==> src/rtl/operand_src_ctrl_if.sv <==
// ID->EX operand-source interface: ID-stage instruction in, ID/EX control and field registers out.
interface operand_src_ctrl_if;
  logic        id_valid;
  logic [31:0] id_instr;
  logic        flush;
  logic        id_stall;
  logic        ex_valid;
  logic        ex_alusrc;
  logic        ex_ldur_stur;
  logic        ex_mem_read;
  logic        ex_mem_write;
  logic        ex_reg_write;
  logic        ex_illegal;
  logic [11:0] ex_imm12;
  logic [8:0]  ex_imm9;
  logic [4:0]  ex_rd;
  logic [4:0]  ex_rn;
  logic [4:0]  ex_rm;

  modport master (
    output id_valid, id_instr, flush,
    input  id_stall, ex_valid, ex_alusrc, ex_ldur_stur, ex_mem_read, ex_mem_write,
           ex_reg_write, ex_illegal, ex_imm12, ex_imm9, ex_rd, ex_rn, ex_rm
  );

  modport slave (
    input  id_valid, id_instr, flush,
    output id_stall, ex_valid, ex_alusrc, ex_ldur_stur, ex_mem_read, ex_mem_write,
           ex_reg_write, ex_illegal, ex_imm12, ex_imm9, ex_rd, ex_rn, ex_rm
  );
endinterface

==> src/rtl/operand_src_ctrl.sv <==
// ID->EX operand-source controller: decodes ALUsrc/LDUR_STUR controls, registers ID/EX,
// and stalls IF/ID with EX bubbles on load-use hazards.
module operand_src_ctrl #(
  parameter int         STALL_CYCLES = 1,
  parameter logic [4:0] XZR_REG      = 5'd31
) (
  input logic              clk,
  input logic              reset,
  operand_src_ctrl_if.slave bus
);

  typedef enum logic {RUN, STALL} state_t;

  typedef struct packed {
    logic        valid;
    logic        alusrc;
    logic        ldurStur;
    logic        memRead;
    logic        memWrite;
    logic        regWrite;
    logic        illegal;
    logic [11:0] imm12;
    logic [8:0]  imm9;
    logic [4:0]  rd;
    logic [4:0]  rn;
    logic [4:0]  rm;
  } exRegs_t;

  localparam logic [1:0] CNT_INIT = 2'(STALL_CYCLES - 1);

  state_t      r_state;
  state_t      w_nextState;
  logic [1:0]  r_cnt;
  logic [1:0]  w_nextCnt;
  exRegs_t     r_ex;
  exRegs_t     w_next;
  exRegs_t     w_dec;
  logic        w_legal;
  logic        w_readsRn;
  logic        w_readsRm;
  logic        w_readsRt;
  logic        w_hazard;
  logic        w_stall;
  logic [10:0] w_op11;
  logic [4:0]  w_rd;
  logic [4:0]  w_rn;
  logic [4:0]  w_rm;

  assign w_op11 = bus.id_instr[31:21];
  assign w_rd   = bus.id_instr[4:0];
  assign w_rn   = bus.id_instr[9:5];
  assign w_rm   = bus.id_instr[20:16];

  // Instruction decode; also records which source registers the ID instruction reads
  always_comb begin
    w_dec     = '0;
    w_legal   = 1'b0;
    w_readsRn = 1'b0;
    w_readsRm = 1'b0;
    w_readsRt = 1'b0;
    if (w_op11 == 11'h7C2) begin
      w_legal          = 1'b1;
      w_dec.alusrc     = 1'b1;
      w_dec.ldurStur   = 1'b1;
      w_dec.memRead    = 1'b1;
      w_dec.regWrite   = 1'b1;
      w_readsRn        = 1'b1;
    end else if (w_op11 == 11'h7C0) begin
      w_legal          = 1'b1;
      w_dec.alusrc     = 1'b1;
      w_dec.ldurStur   = 1'b1;
      w_dec.memWrite   = 1'b1;
      w_readsRn        = 1'b1;
      w_readsRt        = 1'b1;
    end else if (bus.id_instr[31:22] == 10'h244) begin
      w_legal          = 1'b1;
      w_dec.alusrc     = 1'b1;
      w_dec.regWrite   = 1'b1;
      w_readsRn        = 1'b1;
    end else if ((w_op11 == 11'h458) || (w_op11 == 11'h658)) begin
      w_legal          = 1'b1;
      w_dec.regWrite   = 1'b1;
      w_readsRn        = 1'b1;
      w_readsRm        = 1'b1;
    end
    if (w_legal) begin
      w_dec.valid = 1'b1;
      w_dec.imm12 = bus.id_instr[21:10];
      w_dec.imm9  = bus.id_instr[20:12];
      w_dec.rd    = w_rd;
      w_dec.rn    = w_rn;
      w_dec.rm    = w_rm;
    end
  end

  // A bubble in EX has valid=0, so it can never raise a hazard
  assign w_hazard = r_ex.valid & r_ex.memRead & bus.id_valid & (r_ex.rd != XZR_REG) &
                    ((w_readsRn & (w_rn == r_ex.rd)) |
                     (w_readsRm & (w_rm == r_ex.rd)) |
                     (w_readsRt & (w_rd == r_ex.rd)));

  // Flush beats everything; the hazard cycle itself counts as the first stall cycle
  always_comb begin
    w_nextState = r_state;
    w_nextCnt   = r_cnt;
    w_next      = '0;
    w_stall     = 1'b0;
    if (bus.flush) begin
      w_nextState = RUN;
      w_nextCnt   = 2'd0;
    end else if (r_state == STALL) begin
      w_stall = 1'b1;
      if (r_cnt <= 2'd1) begin
        w_nextState = RUN;
        w_nextCnt   = 2'd0;
      end else begin
        w_nextCnt = r_cnt - 2'd1;
      end
    end else if (w_hazard) begin
      w_stall   = 1'b1;
      w_nextCnt = CNT_INIT;
      if (STALL_CYCLES > 1) begin
        w_nextState = STALL;
      end
    end else if (bus.id_valid) begin
      if (w_legal) begin
        w_next = w_dec;
      end else begin
        w_next.illegal = 1'b1;
      end
    end
  end

  always_ff @(posedge clk or posedge reset) begin
    if (reset) begin
      r_state <= RUN;
      r_cnt   <= 2'd0;
      r_ex    <= '0;
    end else begin
      r_state <= w_nextState;
      r_cnt   <= w_nextCnt;
      r_ex    <= w_next;
    end
  end

  assign bus.id_stall     = w_stall;
  assign bus.ex_valid     = r_ex.valid;
  assign bus.ex_alusrc    = r_ex.alusrc;
  assign bus.ex_ldur_stur = r_ex.ldurStur;
  assign bus.ex_mem_read  = r_ex.memRead;
  assign bus.ex_mem_write = r_ex.memWrite;
  assign bus.ex_reg_write = r_ex.regWrite;
  assign bus.ex_illegal   = r_ex.illegal;
  assign bus.ex_imm12     = r_ex.imm12;
  assign bus.ex_imm9      = r_ex.imm9;
  assign bus.ex_rd        = r_ex.rd;
  assign bus.ex_rn        = r_ex.rn;
  assign bus.ex_rm        = r_ex.rm;

endmodule

==> src/flat_wrapper.sv <==
// flat-port wrapper written by rule: the top's interface ports become plain ports
module operand_src_ctrl_flat 
#(
  parameter int         STALL_CYCLES = 1,
  parameter logic [4:0] XZR_REG      = 5'd31
)
  (clk, reset, bus_id_valid, bus_id_instr, bus_flush, bus_id_stall, bus_ex_valid, bus_ex_alusrc, bus_ex_ldur_stur, bus_ex_mem_read, bus_ex_mem_write, bus_ex_reg_write, bus_ex_illegal, bus_ex_imm12, bus_ex_imm9, bus_ex_rd, bus_ex_rn, bus_ex_rm);
  operand_src_ctrl_if bus_i ();
  input logic clk;
  input logic reset;
  input wire logic [$bits(bus_i.id_valid)-1:0] bus_id_valid;
  input wire logic [$bits(bus_i.id_instr)-1:0] bus_id_instr;
  input wire logic [$bits(bus_i.flush)-1:0] bus_flush;
  output wire logic [$bits(bus_i.id_stall)-1:0] bus_id_stall;
  output wire logic [$bits(bus_i.ex_valid)-1:0] bus_ex_valid;
  output wire logic [$bits(bus_i.ex_alusrc)-1:0] bus_ex_alusrc;
  output wire logic [$bits(bus_i.ex_ldur_stur)-1:0] bus_ex_ldur_stur;
  output wire logic [$bits(bus_i.ex_mem_read)-1:0] bus_ex_mem_read;
  output wire logic [$bits(bus_i.ex_mem_write)-1:0] bus_ex_mem_write;
  output wire logic [$bits(bus_i.ex_reg_write)-1:0] bus_ex_reg_write;
  output wire logic [$bits(bus_i.ex_illegal)-1:0] bus_ex_illegal;
  output wire logic [$bits(bus_i.ex_imm12)-1:0] bus_ex_imm12;
  output wire logic [$bits(bus_i.ex_imm9)-1:0] bus_ex_imm9;
  output wire logic [$bits(bus_i.ex_rd)-1:0] bus_ex_rd;
  output wire logic [$bits(bus_i.ex_rn)-1:0] bus_ex_rn;
  output wire logic [$bits(bus_i.ex_rm)-1:0] bus_ex_rm;
  assign bus_i.id_valid = bus_id_valid;
  assign bus_i.id_instr = bus_id_instr;
  assign bus_i.flush = bus_flush;
  assign bus_id_stall = bus_i.id_stall;
  assign bus_ex_valid = bus_i.ex_valid;
  assign bus_ex_alusrc = bus_i.ex_alusrc;
  assign bus_ex_ldur_stur = bus_i.ex_ldur_stur;
  assign bus_ex_mem_read = bus_i.ex_mem_read;
  assign bus_ex_mem_write = bus_i.ex_mem_write;
  assign bus_ex_reg_write = bus_i.ex_reg_write;
  assign bus_ex_illegal = bus_i.ex_illegal;
  assign bus_ex_imm12 = bus_i.ex_imm12;
  assign bus_ex_imm9 = bus_i.ex_imm9;
  assign bus_ex_rd = bus_i.ex_rd;
  assign bus_ex_rn = bus_i.ex_rn;
  assign bus_ex_rm = bus_i.ex_rm;
  operand_src_ctrl #(.STALL_CYCLES(STALL_CYCLES), .XZR_REG(XZR_REG)) u_core (.clk(clk), .reset(reset), .bus(bus_i));
endmodule
==> config.mk <==
export PLATFORM = sky130hd
export DESIGN_NAME = operand_src_ctrl_flat
export DESIGN_NICKNAME = d
export VERILOG_FILES = /design/src/rtl/operand_src_ctrl_if.sv /design/src/rtl/operand_src_ctrl.sv /design/src/flat_wrapper.sv
export SDC_FILE = /design/constraint.sdc
export NUM_CORES = 1
export LEC_CHECK = 0
export CORE_ASPECT_RATIO = 1.75
export CORE_UTILIZATION = 42
export CTS_CLUSTER_DIAMETER = 50
export DETAILED_ROUTE_END_ITERATION = 10
export GPL_TIMING_DRIVEN = 0
export PLACE_DENSITY = 0.81
export SLEW_MARGIN = 20
export SYNTH_ARGS = -nofsm -noshare
export SYNTH_HDL_FRONTEND = slang
export SYNTH_SLANG_ARGS = --single-unit
==> constraint.sdc <==
create_clock -name clk -period 2.47 [get_ports clk]
set_clock_uncertainty 0.15 [all_clocks]
set_input_delay 0.3705 -clock clk [delete_from_list [all_inputs] [get_ports clk]]
set_output_delay 0.3705 -clock clk [all_outputs]
set_load 0.02 [all_outputs]
After elaboration in Yosys (flattened, before gate mapping)
Cells that the tools add are included.
Word-level totals
  output and inout bits: 44
  bits of input ports: 36
  register bits: 46
  logic and storage cells: 68
Cells by class
  reductions and logical operators: 2
  add/subtract/negate cells: 1
  $lt $le $gt $ge: 1
  multiplexer cells: 32
  bitwise operators: 9
  equality and inequality tests: 9
Operator list (number)
  2-to-1 mux 43 bit: 4
  equality test 11 bit (second input constant): 4
  2-to-1 mux 36 bit: 1
  2-to-1 mux 1 bit: 21
  equality test 5 bit: 3
  equality test 10 bit (second input constant): 1
  2-to-1 mux 2 bit: 5
  AND 1 bit: 7
  2-to-1 mux 6 bit: 1
  != test 5 bit (second input constant): 1
  nonzero test 3 bit: 1
  <= comparator 2 x 1 -> 1 bit (second input constant): 1
  bitwise OR 1 bit: 2
  subtractor 2 x 1 -> 2 bit (second input constant): 1
  logical OR 1 bit: 1

Logic depth before layout (Yosys ltp)
  depth in word-level cells: 13
  gate-level depth with buffers: 6
  gate-level depth less buffers: 5

Worst setup path after synthesis
No wires, ideal clock.
  path type: reg-to-output
  from: reg u_core.r_ex (netlist bit u_core.bus.ex_rd[2])
  to: out bus_id_stall
  data required time: 1.949 ns
  arrival time: 1.721 ns
  cell stages (with the launch flop): 6
  path buffers: 0
  path slack: 0.228 ns
  cells stage by stage: dfrtp_1 -> and3_1 -> a31oi_1 -> nand4_1 -> a21o_1 -> a21oi_1
Between the ends
  longest elaborated chain between the ends: 8
  elaborated cells on any way between the ends: 14
  classes of those cells: eq/ne: 4; mux: 3; bitwise: 7
Ends and longest elaborated chain
  start, declared: line operand_src_ctrl.sv:35  | exRegs_t r_ex;
  start signal, assigned: line operand_src_ctrl.sv:142  | r_ex <= w_next;
  equality test 5 bit, on equally long branches: line operand_src_ctrl.sv:98, operand_src_ctrl.sv:99
  AND 1 bit, on equally long branches: line operand_src_ctrl.sv:98, operand_src_ctrl.sv:99
  bitwise OR 1 bit: line operand_src_ctrl.sv:98  | ((w_readsRn & (w_rn == r_ex.rd)) |
  bitwise OR 1 bit: line operand_src_ctrl.sv:99  | (w_readsRm & (w_rm == r_ex.rd)) |
  AND 1 bit (*): line operand_src_ctrl.sv:97  | assign w_hazard = r_ex.valid & r_ex.memRead & bus.id_valid & (r_ex.rd != XZR_REG) &
  2-to-1 mux 1 bit (*): line operand_src_ctrl.sv:119  | end else if (w_hazard) begin
  2-to-1 mux 1 bit (*): line operand_src_ctrl.sv:111  | end else if (r_state == STALL) begin
  2-to-1 mux 1 bit (*): line operand_src_ctrl.sv:108  | if (bus.flush) begin
  end, declared: line flat_wrapper.sv:14  | output wire logic [$bits(bus_i.id_stall)-1:0] bus_id_stall;
Mark *: on every way between the ends. The rest lies on a longest branch, timed or not.

Worst setup path after layout
  from: in bus_id_valid
  to: out bus_id_stall
Between the ends
  longest elaborated chain between the ends: 6
Ends and longest elaborated chain
  start, declared: line flat_wrapper.sv:11  | input wire logic [$bits(bus_i.id_valid)-1:0] bus_id_valid;
  AND 1 bit (3 in series): line operand_src_ctrl.sv:97
  2-to-1 mux 1 bit: line operand_src_ctrl.sv:119
  2-to-1 mux 1 bit: line operand_src_ctrl.sv:111
  2-to-1 mux 1 bit: line operand_src_ctrl.sv:108
No other way between the ends.

==> qor.txt <==
WS Path Type -> primary input to output port
CP Capture Type -> output port
router iterations before antenna repair -> 4
Post-synth top cells -> 32 x dfrtp_1, 26 x inv_1, 17 x buf_4, 17 x nor3_2, 13 x xor2_1
Antenna Nets Post-Route -> 0
R2R setup slack -> 0.45 ns
crit share post-route -> 0.991
CTS buffer count -> 5
final hold viol count -> 0
Total Wirelength -> 4.23 mm
Unique masters post-synth -> 39
syn_nets -> 197
top cell type's share of synthesized area -> 0.447
leading area contributor after synthesis -> dfrtp_1
CTS tree -> built
Post-route DRC -> 0
synthesized flop and latch total -> 32
HP Class -> primary input to flop
measured slew at the worst slew-check pin -> 0.644 ns
Filler Cell Count -> 326
outcome -> complete, no violations
row count -> 31
max_slew headroom -> 0.570
RR Startpoint -> u_core.bus.ex_rd[2]
Max-cap violations -> 0
ANT cells -> 0
total core area -> 4110 um2
first-pass GRT wire length -> 6.48 mm
clk sinks -> 32
Critical Path RT -> 1.95 ns
pwr dens -> 368 nW/um2
Critical-path top delay cell -> clkdlybuf4s50_1
Final GP Congestion -> 0.809
most frequent cell after synthesis -> dfrtp_1
global route overflow -> 0
Port Buf Inserts -> 79
top achievable clock speed -> 0.408 GHz
CTS Buffer Depth -> 2
register area share after synthesis -> 0.447
1st-iter DRT viols -> 41
Period minus WS final -> 2.45 ns
main flop type after synthesis -> dfrtp_1
slowest stage delay, CP -> 0.47 ns
Hold WS -> 0.232 ns
worst path bufs/invs -> 2
Syn Std Cell Area -> 1790 um2
Final TNS setup -> 0 ns
routed vias -> 1450
synth top area cells -> dfrtp_1 45%, nor3_2 9.5%, buf_4 7.1%, xor2_1 6.4%, inv_1 5.4%
total die area -> 4540 um2
Syn Inst Count -> 161
Mapped Avg Cell Area -> 11.1 um2
min-delay src -> bus_id_instr[3]
asr flop ratio synth -> 1.00
crit path from -> bus_id_valid
# nets final -> 290
Layout area overhead -> 59.6%
DR vias/cell -> 4.77
crit path launch type -> primary input
CTS H-tree depth -> 2
max-slew violation count -> 0
layout cells sized above 1 -> 0.306
Top delay family on crit path -> compound AO/OA/AOI/OAI gates
Routed WL per cell -> 13.9 um
root buf cell -> clkbuf_8
arrival time worst endpoint -> 1.93 ns
Final setup viols -> 0
crit-path cells -> clkdlybuf4s50_1, nand3_1, a31oi_2, nand4_1, a21o_1, a21oi_4, buf_6
Yosys warnings -> 0
die height -> 88.4 um
Overall Global Routing Usage -> 0.198
Initial Util -> 0.436
I/O pin count -> 80
initial antenna violation count -> 0
clock latency on the worst-skew pair -> 0.29 ns
CP max FO -> 3
clk slew on worst S/H paths -> 0.06 ns
peak supply drop -> 424 uV
largest net degree at the start of global routing -> 33
Die Span X -> 51.4 um
Power, Total -> 1050 uW
vias in the first global route -> 1376
cell leakage power -> 0.00136 uW
Post-DP HPWL -> 3.14 mm
Post-synth EDFFs -> 0
logic make-up after synthesis:
logic type                count (synthesis)  synth area share
AOI/OAI and AO/OA                        12            0.0622
xor gates and xnor gates                 15            0.0733
and+or+nand+nor                          57             0.279
DFF                                      32             0.447
buffers and inverters                    45             0.138
state kept, by name (all words and copies together), names as in the netlist:
signal and cells:
u_core.bus.ex_imm12 12, u_core.bus.ex_rd 5, u_core.bus.ex_rn 5, u_core.r_cnt 2, u_core.bus.ex_alusrc 1, u_core.bus.ex_illegal 1
u_core.bus.ex_ldur_stur 1, u_core.bus.ex_mem_read 1, u_core.bus.ex_mem_write 1, u_core.bus.ex_reg_write 1, u_core.bus.ex_valid 1, u_core.r_state 1
layout by cell type, fill, tap and decap left out, types with 4 or more instances in the layout:
cell type / n
nor3_2: 19
nor3_1: 9
clkdlybuf4s50_1: 65
inv_1: 25
clkbuf_8: 6
buf_4: 24
dlygate4sd2_1: 9
xor2_1: 12
nand2_1: 4
dfrtp_1: 30
power by group:
group	switching [uW]	internal [uW]	leakage, uW
clock	178	227	0.0000455
combinational	57.4	63.9	0.000869
sequential	0.317	525	0.000443
final timing paths:
kind	end	depth (start not counted)
max in group asynchronous	u_core.bus.ex_rd[1]	2
worst min register to register	u_core.r_cnt[1]	2
worst min-delay path	u_core.bus.ex_rd[3]	3
worst max register to register	u_core.bus.ex_mem_read	6
min in group asynchronous	u_core.bus.ex_rn[1]	2
worst max-delay path	bus_id_stall	7
what timing repair did:
item,in CTS,in global routing
resized for setup,23,13
hold endpoints to repair,0,0
hold buffers,0,0
endpoints found under the setup margin,1,1
buffers inserted,5,2
pin swaps,6,7
layout make-up:
type / count / area [um2] / share of cell area
Buffer: 19 / 150 / 0.0525
Clock buffer: 8 / 90.1 / 0.0315
Inverter: 26 / 97.6 / 0.0341
Multi-Input combinational cell: 84 / 823 / 0.288
Sequential cell: 32 / 803 / 0.281
Tap cell: 49 / 61.3 / 0.0214
Timing Repair Buffer: 86 / 833 / 0.291
through the flow:
stage          area, um2  setup WS (ns)  utilization  cells
6_report            2860         0.0220        0.695    304
3_3_place_gp        2640         -0.755        0.643    289
3_5_place_dp        2640         -0.788        0.643    289
4_1_cts             2810         0.0365        0.683    302
5_1_grt             2860        -0.0239        0.695    304
2_1_floorplan       1790          0.228            -    161
routing by layer:
metal,vias up,GRT usage,share of wire
met5,-,0,0
met4,0,0.0958,0.028
met3,7,0.0430,0.038
met2,45,0.367,0.59
met1,690,0.204,0.35
li1,708,-,-
worst register-to-register path, delay by kind of cell, from the launching register on:
kind / cells / cell delay (ns)
buf+inv: 1 / 0.19
simple gates: 3 / 0.51
flops: 1 / 0.45
compound gates: 2 / 0.59
(Power assumes the default switching activity.)
